===== config.mk =====
export PLATFORM = sky130hd
export DESIGN_NAME = alu_nibble_sequencer_flat
export DESIGN_NICKNAME = d
export VERILOG_FILES = /design/src/rtl/alu_nibble_sequencer_pkg.sv /design/src/rtl/alu_nibble_sequencer_if.sv /design/src/rtl/alu_nibble_sequencer_carry_step.sv /design/src/rtl/alu_nibble_sequencer.sv /design/src/flat_wrapper.sv
export SDC_FILE = /design/constraint.sdc
export NUM_CORES = 1
export LEC_CHECK = 0
export BUFFER_PORTS_ARGS = -buffer_cell sky130_fd_sc_hd__buf_2
export CAP_MARGIN = 20
export CORE_MARGIN = 4
export CORE_UTILIZATION = 32
export DETAILED_ROUTE_END_ITERATION = 8
export HOLD_SLACK_MARGIN = 0.1
export PLACE_DENSITY = 0.63
export REMOVE_ABC_BUFFERS = 1
export SLEW_MARGIN = 20
export SYNTH_ARGS = -nofsm -noshare
export SYNTH_HDL_FRONTEND = slang
export SYNTH_SLANG_ARGS = --single-unit

===== constraint.sdc =====
create_clock -name clk -period 2 [get_ports clk]
set_clock_uncertainty 0.2 [all_clocks]
set_input_delay 0.2 -clock clk [delete_from_list [all_inputs] [get_ports clk]]
set_output_delay 0.2 -clock clk [all_outputs]
set_load 0.05 [all_outputs]

===== src/rtl/alu_nibble_sequencer_pkg.sv =====
// Shared types for the nibble-serial ALU sequencer: slice function codes,
// controller states and the arithmetic-op classifier.
package alu_nibble_sequencer_pkg;

  typedef enum logic [2:0] {
    OP_CLR = 3'b000,
    OP_BMA = 3'b001,
    OP_AMB = 3'b010,
    OP_ADD = 3'b011,
    OP_XOR = 3'b100,
    OP_OR  = 3'b101,
    OP_AND = 3'b110,
    OP_SET = 3'b111
  } alu_op_e;

  typedef enum logic [1:0] {
    ST_IDLE = 2'd0,
    ST_BUSY = 2'd1,
    ST_DONE = 2'd2
  } seq_state_e;

  // Only the add/subtract functions chain a carry or borrow between nibbles.
  function automatic logic op_is_arith(alu_op_e op);
    return (op == OP_BMA) || (op == OP_AMB) || (op == OP_ADD);
  endfunction

endpackage


===== src/rtl/alu_nibble_sequencer_if.sv =====
// Request/response handshake plus the 74x381 slice pins, grouped as one bundle.
// master = requester and slice side, slave = the sequencer.
interface alu_nibble_sequencer_if
  import alu_nibble_sequencer_pkg::*;
#(
  parameter int WIDTH = 32
) ();

  logic             req_valid;
  logic             req_ready;
  alu_op_e          req_op;
  logic [WIDTH-1:0] req_a;
  logic [WIDTH-1:0] req_b;
  logic             req_cin;

  logic             rsp_valid;
  logic             rsp_ready;
  logic [WIDTH-1:0] rsp_f;
  logic             rsp_cout;
  logic             rsp_zero;

  logic [3:0]       sl_a;
  logic [3:0]       sl_b;
  alu_op_e          sl_s;
  logic             sl_cn;
  logic [3:0]       sl_f;
  logic             sl_gn;
  logic             sl_pn;

  modport master (
    output req_valid, req_op, req_a, req_b, req_cin, rsp_ready, sl_f, sl_gn, sl_pn,
    input  req_ready, rsp_valid, rsp_f, rsp_cout, rsp_zero, sl_a, sl_b, sl_s, sl_cn
  );

  modport slave (
    input  req_valid, req_op, req_a, req_b, req_cin, rsp_ready, sl_f, sl_gn, sl_pn,
    output req_ready, rsp_valid, rsp_f, rsp_cout, rsp_zero, sl_a, sl_b, sl_s, sl_cn
  );

endinterface


===== src/rtl/alu_nibble_sequencer_carry_step.sv =====
// One ripple step of the carry/borrow chain built from the slice's active-low
// group generate/propagate; logical functions never produce a carry.
module alu_nibble_sequencer_carry_step
  import alu_nibble_sequencer_pkg::*;
(
  input  logic    gn_i,
  input  logic    pn_i,
  input  logic    cin_i,
  input  alu_op_e op_i,
  output logic    cout_o
);

  assign cout_o = op_is_arith(op_i) & (~gn_i | (~pn_i & cin_i));

endmodule


===== src/rtl/alu_nibble_sequencer.sv =====
// Drives one external 4-bit slice LSB nibble first, rippling carry/borrow
// through a register, and returns the WIDTH-bit result on a valid/ready pair.
module alu_nibble_sequencer
  import alu_nibble_sequencer_pkg::*;
#(
  parameter int WIDTH = 32
) (
  input logic                  clk,
  input logic                  rst,
  alu_nibble_sequencer_if.slave seq_io
);

  localparam int NIBBLES = WIDTH / 4;
  localparam int CNT_W   = (NIBBLES > 1) ? $clog2(NIBBLES) : 1;

  seq_state_e       state_q, state_d;
  logic [WIDTH-1:0] a_sh_q, a_sh_d;
  logic [WIDTH-1:0] b_sh_q, b_sh_d;
  logic [WIDTH-1:0] res_q, res_d;
  alu_op_e          op_q, op_d;
  logic             carry_q, carry_d;
  logic             zero_q, zero_d;
  logic [CNT_W-1:0] cnt_q, cnt_d;

  logic accept;
  logic last_nibble;
  logic carry_next;

  assign accept      = (state_q == ST_IDLE) && seq_io.req_valid;
  assign last_nibble = (cnt_q == CNT_W'(NIBBLES - 1));

  alu_nibble_sequencer_carry_step u_carry_step (
    .gn_i   (seq_io.sl_gn),
    .pn_i   (seq_io.sl_pn),
    .cin_i  (carry_q),
    .op_i   (op_q),
    .cout_o (carry_next)
  );

  // NOTE: sequential state uses non-blocking assignments so every register
  // samples pre-edge values and simulation order cannot change behaviour.
  always_ff @(posedge clk) begin
    if (rst) begin
      state_q <= ST_IDLE;
    end else begin
      state_q <= state_d;
    end
  end

  // NOTE: every combinational output gets a default first, so no path can
  // leave it unassigned and infer a latch.
  always_comb begin
    state_d = state_q;
    case (state_q)
      ST_IDLE: if (accept)                               state_d = ST_BUSY;
      ST_BUSY: if (last_nibble)                          state_d = ST_DONE;
      ST_DONE: if (seq_io.rsp_ready)                     state_d = ST_IDLE;
      default:                                           state_d = ST_IDLE;
    endcase
  end

  always_comb begin
    a_sh_d  = a_sh_q;
    b_sh_d  = b_sh_q;
    res_d   = res_q;
    op_d    = op_q;
    carry_d = carry_q;
    zero_d  = zero_q;
    cnt_d   = cnt_q;
    case (state_q)
      ST_IDLE: begin
        if (accept) begin
          a_sh_d  = seq_io.req_a;
          b_sh_d  = seq_io.req_b;
          op_d    = seq_io.req_op;
          carry_d = op_is_arith(seq_io.req_op) & seq_io.req_cin;
          cnt_d   = '0;
        end
      end
      ST_BUSY: begin
        res_d   = {seq_io.sl_f, res_q[WIDTH-1:4]};
        a_sh_d  = a_sh_q >> 4;
        b_sh_d  = b_sh_q >> 4;
        carry_d = carry_next;
        cnt_d   = cnt_q + CNT_W'(1);
        // Flag registered once so it stays put through DONE and reads 0 after reset.
        if (last_nibble) zero_d = (res_d == '0);
      end
      default: ;
    endcase
  end

  always_ff @(posedge clk) begin
    if (rst) begin
      a_sh_q  <= '0;
      b_sh_q  <= '0;
      res_q   <= '0;
      op_q    <= OP_CLR;
      carry_q <= 1'b0;
      zero_q  <= 1'b0;
      cnt_q   <= '0;
    end else begin
      a_sh_q  <= a_sh_d;
      b_sh_q  <= b_sh_d;
      res_q   <= res_d;
      op_q    <= op_d;
      carry_q <= carry_d;
      zero_q  <= zero_d;
      cnt_q   <= cnt_d;
    end
  end

  always_comb begin
    seq_io.req_ready = (state_q == ST_IDLE);
    seq_io.rsp_valid = (state_q == ST_DONE);
    seq_io.rsp_f     = res_q;
    seq_io.rsp_cout  = carry_q;
    seq_io.rsp_zero  = zero_q;
    seq_io.sl_a      = '0;
    seq_io.sl_b      = '0;
    seq_io.sl_s      = OP_CLR;
    seq_io.sl_cn     = 1'b0;
    if (state_q == ST_BUSY) begin
      seq_io.sl_a  = a_sh_q[3:0];
      seq_io.sl_b  = b_sh_q[3:0];
      seq_io.sl_s  = op_q;
      seq_io.sl_cn = carry_q;
    end
  end

endmodule

===== src/flat_wrapper.sv =====
// flat-port wrapper written by rule: the top's interface ports become plain ports
module alu_nibble_sequencer_flat import alu_nibble_sequencer_pkg::*;
#(
  parameter int WIDTH = 32
)
  (clk, rst, seq_io_req_valid, seq_io_req_op, seq_io_req_a, seq_io_req_b, seq_io_req_cin, seq_io_rsp_ready, seq_io_sl_f, seq_io_sl_gn, seq_io_sl_pn, seq_io_req_ready, seq_io_rsp_valid, seq_io_rsp_f, seq_io_rsp_cout, seq_io_rsp_zero, seq_io_sl_a, seq_io_sl_b, seq_io_sl_s, seq_io_sl_cn);
  alu_nibble_sequencer_if #(.WIDTH(WIDTH)) seq_io_i ();
  input logic clk;
  input logic rst;
  input wire logic [$bits(seq_io_i.req_valid)-1:0] seq_io_req_valid;
  input wire logic [$bits(seq_io_i.req_op)-1:0] seq_io_req_op;
  input wire logic [$bits(seq_io_i.req_a)-1:0] seq_io_req_a;
  input wire logic [$bits(seq_io_i.req_b)-1:0] seq_io_req_b;
  input wire logic [$bits(seq_io_i.req_cin)-1:0] seq_io_req_cin;
  input wire logic [$bits(seq_io_i.rsp_ready)-1:0] seq_io_rsp_ready;
  input wire logic [$bits(seq_io_i.sl_f)-1:0] seq_io_sl_f;
  input wire logic [$bits(seq_io_i.sl_gn)-1:0] seq_io_sl_gn;
  input wire logic [$bits(seq_io_i.sl_pn)-1:0] seq_io_sl_pn;
  output wire logic [$bits(seq_io_i.req_ready)-1:0] seq_io_req_ready;
  output wire logic [$bits(seq_io_i.rsp_valid)-1:0] seq_io_rsp_valid;
  output wire logic [$bits(seq_io_i.rsp_f)-1:0] seq_io_rsp_f;
  output wire logic [$bits(seq_io_i.rsp_cout)-1:0] seq_io_rsp_cout;
  output wire logic [$bits(seq_io_i.rsp_zero)-1:0] seq_io_rsp_zero;
  output wire logic [$bits(seq_io_i.sl_a)-1:0] seq_io_sl_a;
  output wire logic [$bits(seq_io_i.sl_b)-1:0] seq_io_sl_b;
  output wire logic [$bits(seq_io_i.sl_s)-1:0] seq_io_sl_s;
  output wire logic [$bits(seq_io_i.sl_cn)-1:0] seq_io_sl_cn;
  assign seq_io_i.req_valid = seq_io_req_valid;
  assign seq_io_i.req_op = seq_io_req_op;
  assign seq_io_i.req_a = seq_io_req_a;
  assign seq_io_i.req_b = seq_io_req_b;
  assign seq_io_i.req_cin = seq_io_req_cin;
  assign seq_io_i.rsp_ready = seq_io_rsp_ready;
  assign seq_io_i.sl_f = seq_io_sl_f;
  assign seq_io_i.sl_gn = seq_io_sl_gn;
  assign seq_io_i.sl_pn = seq_io_sl_pn;
  assign seq_io_req_ready = seq_io_i.req_ready;
  assign seq_io_rsp_valid = seq_io_i.rsp_valid;
  assign seq_io_rsp_f = seq_io_i.rsp_f;
  assign seq_io_rsp_cout = seq_io_i.rsp_cout;
  assign seq_io_rsp_zero = seq_io_i.rsp_zero;
  assign seq_io_sl_a = seq_io_i.sl_a;
  assign seq_io_sl_b = seq_io_i.sl_b;
  assign seq_io_sl_s = seq_io_i.sl_s;
  assign seq_io_sl_cn = seq_io_i.sl_cn;
  alu_nibble_sequencer #(.WIDTH(WIDTH)) u_core (.clk(clk), .rst(rst), .seq_io(seq_io_i));
endmodule

Word-level counts from Yosys, hierarchy flattened
Cells that the tools add are included.

Register bits: 106. Bits of input ports: 78. Logic and storage cells: 55.

Add/subtract/negate cells: 1. Equal/unequal tests: 12. Mux-type cells: 16. Bitwise logic cells: 6. Reduce and logical (&&, ||, !) cells: 12.

Operators with widths (number): 32-bit one-hot mux with 2 select lines (2); 32-bit 2-to-1 mux (2); 32-bit logical NOT (1); 3-bit by 2-bit == test with 1-bit output, second input constant (4); 4-bit 2-to-1 mux (2); 3-bit by 1-bit == test with 1-bit output, second input constant (2); 2-bit 2-to-1 mux (3); 3-bit 2-to-1 mux (2); 2-bit one-hot mux with 3 select lines (1); 3-bit one-hot mux with 2 select lines (1); 2-bit AND reduction (3); 1-bit logical OR (4); 2-bit by 1-bit != test with 1-bit output, second input constant (2); 3-bit by 1-bit adder with 3-bit output, second input constant (1); 1-bit AND (3); 3-bit == test, second input constant (1); 3-bit AND reduction (1); 2-bit by 1-bit == test with 1-bit output, second input constant (1); 2-bit == test, second input constant (1); 2-bit logical NOT (1); 1-bit 2-to-1 mux (2); 2-bit != test, second input constant (1); 1-bit NOT (2); 1-bit one-hot mux with 2 select lines (1); other kinds (3) (3).

Longest topological paths before layout
Depth after elaboration: 6. Gate-level depth with buffers: 7. Mapped depth without buffers: 5.

Hierarchy
Synthesis repeated with hierarchy kept, for this count alone.

Cell total of the unflattened synthesis: 565. Area total of the unflattened synthesis: 4449.3 µm².

By module, submodules not included: alu_nibble_sequencer (times used 1, cells an instance 562, area an instance 4426.7 µm², seq. area each 2122.0 µm²); alu_nibble_sequencer_carry_step (times used 1, cells an instance 3, area an instance 22.5 µm², seq. area each 0.0 µm²).

Least setup slack after synthesis
No wires, ideal clock.

Path kind: reg2reg. Start: reg u_core.state_q[1]. End: reg u_core.b_sh_q[30]. Data arrival time: 1.662 ns. Required time: 1.668 ns. Path slack: 0.006 ns. Stages on the path, launching flop included: 6. Buffers on the path: 1. Cells stage by stage: dfxtp_1 -> nor2_1 -> nand2_1 -> clkbuf_1 -> nand3_1 -> a21oi_1.

Word-level cells in the longest chain between the ends: 4.

RTL lines: start: declaration (line alu_nibble_sequencer.sv:16) `seq_state_e state_q, state_d;`; start signal: assignment (line alu_nibble_sequencer.sv:46) `state_q <= state_d;`; 2-bit logical NOT *; named net seq_io_req_ready (line flat_wrapper.sv:19) `output wire logic [$bits(seq_io_i.req_ready)-1:0] seq_io_req_ready;`; 1-bit logical AND (line alu_nibble_sequencer.sv:29) `assign accept = (state_q == ST_IDLE) && seq_io.req_valid;`; 2-bit by 1-bit != test with 1-bit output (no source line); 2-bit AND reduction (no source line); end signal: assignment (line alu_nibble_sequencer.sv:104) `b_sh_q <= b_sh_d;`; end: declaration (line alu_nibble_sequencer.sv:18) `logic [WIDTH-1:0] b_sh_q, b_sh_d;`.

Mark *: on every way through the listed nets, which the timed path passes. The rest lies on a longest branch. A chain may end at the register's enable or synchronous reset.

Worst setup path after layout
Start: reg u_core.state_q[0]. End: out seq_io_sl_s[1].

Word-level cells in the longest chain between the ends: 2.

RTL lines: 2-bit by 1-bit == test with 1-bit output (line alu_nibble_sequencer.sv:123) `if (state_q == ST_BUSY) begin`; 3-bit 2-to-1 mux (line alu_nibble_sequencer.sv:123); end: declaration (line flat_wrapper.sv:26) `output wire logic [$bits(seq_io_i.sl_s)-1:0] seq_io_sl_s;`.

No other way between the ends.

==> flow_metrics.env <==
export IMPL_drt_initial_drc_count=306
export IMPL_maxSlewHeadroom_pct=67.33
export IMPL_end_kind="primary output"
export IMPL_die_w_um=124.7
export IMPL_crit_type="reg -> out"
export IMPL_io_buffers=125
export IMPL_via_per_inst=4.870
export IMPL_place_inst=829
export IMPL_crit_path_cell_trace="nor2b_4 -> buf_12 -> and2_1 -> buf_2"
export IMPL_pin_count=126
export IMPL_ctsRootBufferMaster="clkbuf_16"
export IMPL_p_leak_nw=2.620
export IMPL_postSynthCellCount=567
export IMPL_antenna_found_initial=0
export IMPL_fillers=1278
export IMPL_diodes=0
export IMPL_finalNonFillerCells=923
export IMPL_hold_path_class="in -> reg"
export IMPL_worstMarginPinSlew_ns=0.4901
export IMPL_synth_edff_count=0
export IMPL_grt_pass1_vias=4427
export IMPL_p_per_area_nw_per_um2=804.9
export IMPL_multi_input_area_sq_um=2026
export IMPL_fin_crit_sh_pct=96.44
export IMPL_rsz0062_at_grt="false"
export IMPL_drive_above_1_share_pct=21.15
export IMPL_numCtsBuffers=9
export IMPL_cpPeakStageDelay_ns=0.41
export IMPL_routed_wl_um=11890
export IMPL_regToRegStartpoint="u_core.state_q[1]"
export IMPL_syn_avg_cell_area_sq_um=7.686
export IMPL_outcome="complete, no violations"
export IMPL_yosysWarnings=0
export IMPL_die_area_sq_um=15550
export IMPL_worstPathArrival_ns=1.53
export IMPL_crit_start="u_core.state_q[0]"
export IMPL_crit_family="buffers and inverters"
export IMPL_drc=0
export IMPL_path_buf_inv=2
export IMPL_synth_top_flop_cell="dfxtp_1"
export IMPL_clk_path_buf_depth=2
export IMPL_critical_path_slowest_cell="dfxtp_2"
export IMPL_yosys_top_cells_area="dfxtp_1, nand2_1, a311oi_1"
export IMPL_ir_worst_vdd_uv=342.5
export IMPL_nets=822
export IMPL_seq_area_sq_um=2123
export IMPL_track_usage_pct=15.26
export IMPL_firstDrtPassIters=4
export IMPL_synthDistinctLibCells=23
export IMPL_start_kind="register"
export IMPL_min_period_ns=1.929
export IMPL_grt_pass1_wl_um=20020
export IMPL_final_util_pct=47.08
export IMPL_die_h_um=124.7
export IMPL_cap_violations=0
export IMPL_cts_tree="built"
export IMPL_grt_max_degree=71
export IMPL_fmax_mhz=518.5
export IMPL_timing_final_max_slew_violations=0
export IMPL_grt_overflow=0
export IMPL_synth_top_cell_area_share_pct=48.69
export IMPL_core_sq_um=13300
export IMPL_area_growth_pct=43.64
export IMPL_hpwl_um=7429
export IMPL_synth_most_common_cell="nand2_1"
export IMPL_vias=4495
export IMPL_hp_start="seq_io_req_valid"
export IMPL_worstPathRequired_ns=1.60
export IMPL_worstPathMaxFanout=13
export IMPL_cts_max_level=3
export IMPL_seq_area_frac_synth_pct=48.69
export IMPL_synth_common_cells="nand2_1, dfxtp_1, nor2_1"
export IMPL_routedWlPerCell_um=12.88
export IMPL_drtAntennaViolNets=0
export IMPL_async_flop_share_pct=0
export IMPL_numClockSinks=106
export IMPL_setup_viol=0
export IMPL_place_gp_congestion=0.7896
export IMPL_post_synth_top_area_cell="dfxtp_1"
export IMPL_ys_seq_elements=106
export IMPL_synth_cell_area_sq_um=4358
export IMPL_insertion_delay_ns=0.35
export IMPL_initial_core_util_pct=32.78
export IMPL_finalHoldViolCount=0
export IMPL_clk_pin_slew_ns=0.07
export IMPL_num_rows=42
## final cells by class
type	count	area share, %
clock buffer	10	3.818
clock inverter	6	1.439
inverter	2	0.1199
multi-input combinational	410	32.36
sequential	106	33.92
tap	176	3.518
timing repair buffer	213	24.83
## sequential cells by signal, summed over array words and instances (netlist names)
name	cells
u_core.seq_io.rsp_zero	1
u_core.a_sh_q	32
u_core.state_q	2
u_core.b_sh_q	32
u_core.op_q	3
u_core.seq_io.rsp_f	32
u_core.cnt_q	3
u_core.seq_io.rsp_cout	1
## cell usage in the layout (no fill, tap or decap), types with 9 or more instances in the layout
cell / count
nand2_1: 194
and2_1: 11
a21oi_1: 48
buf_2: 124
nand3_1: 12
nor2_1: 67
clkbuf_16: 9
dlygate4sd3_1: 76
a311oi_1: 57
dfxtp_1: 105
## worst reg2reg max path: cells and delay by family, from the launching register on
| family | cells | cell delay, ns |
|---|---|---|
| AOI/OAI and AO/OA | 1 | 0.27 |
| buffers and inverters | 1 | 0.26 |
| DFF | 1 | 0.49 |
| and+or+nand+nor | 2 | 0.41 |
## kinds of logic (layout without fill, tap and decap cells)
family	after synthesis	in the layout	synth area share [%]
and+or+nand+nor	300	300	27.91
AOI/OAI and AO/OA	108	108	17.46
DFF	106	106	48.69
buffers and inverters	51	231	5.369
adders and majority gates	2	2	0.5741
## per-stage QoR
stage / power (W) / area (sq um) / worst slack [ns] / hold slack [ns] / TNS [ns]
6_report: 0.005038 / 6260 / 0.07121 / 0.2209 / 0
5_1_grt: 0.005287 / 6260 / 0.02431 / 0.2551 / 0
4_1_cts: 0.005117 / 6260 / 0.08902 / 0.2234 / 0
3_5_place_dp: 0.003049 / 5141 / 0.2082 / 0.2470 / 0
3_3_place_gp: 0.003024 / 5141 / 0.2938 / 0.2424 / 0
2_1_floorplan: 0.002785 / 4131 / -2.652 / 0.06907 / -207.10
## layer usage
metal / share of wire [%] / GRT usage [%] / up-vias
li1: - / - / 2272
met1: 46 / 18.56 / 2084
met2: 47 / 25.51 / 118
met3: 5.1 / 3.516 / 21
met4: 2.2 / 7.157 / 0
met5: 0 / 0 / -
## power breakdown
group	switching [W]	internal, W	leakage, nW
clock network	0.000782	0.00113	0.159
registers	0.0000782	0.00225	0.870
logic	0.000445	0.000349	1.59
total	0.00131	0.00373	2.62
## what timing repair did
item                                    CTS  global route
endpoints found under the setup margin   11             0
endpoints found under the hold margin    74             0
setup buffers                             2             0
hold buffers                             76             0
gates resized for setup                   1             0
## final timing paths
check | end | slack, ns | depth (start not counted)
setup / recovery | seq_io_sl_s[1] | 0.07 | 4
setup reg to reg | u_core.a_sh_q[5] | 0.27 | 4
hold / removal | u_core.a_sh_q[30] | 0.22 | 5
hold reg to reg | u_core.seq_io.rsp_f[2] | 0.26 | 2
Power figures use the tool's default switching activity.
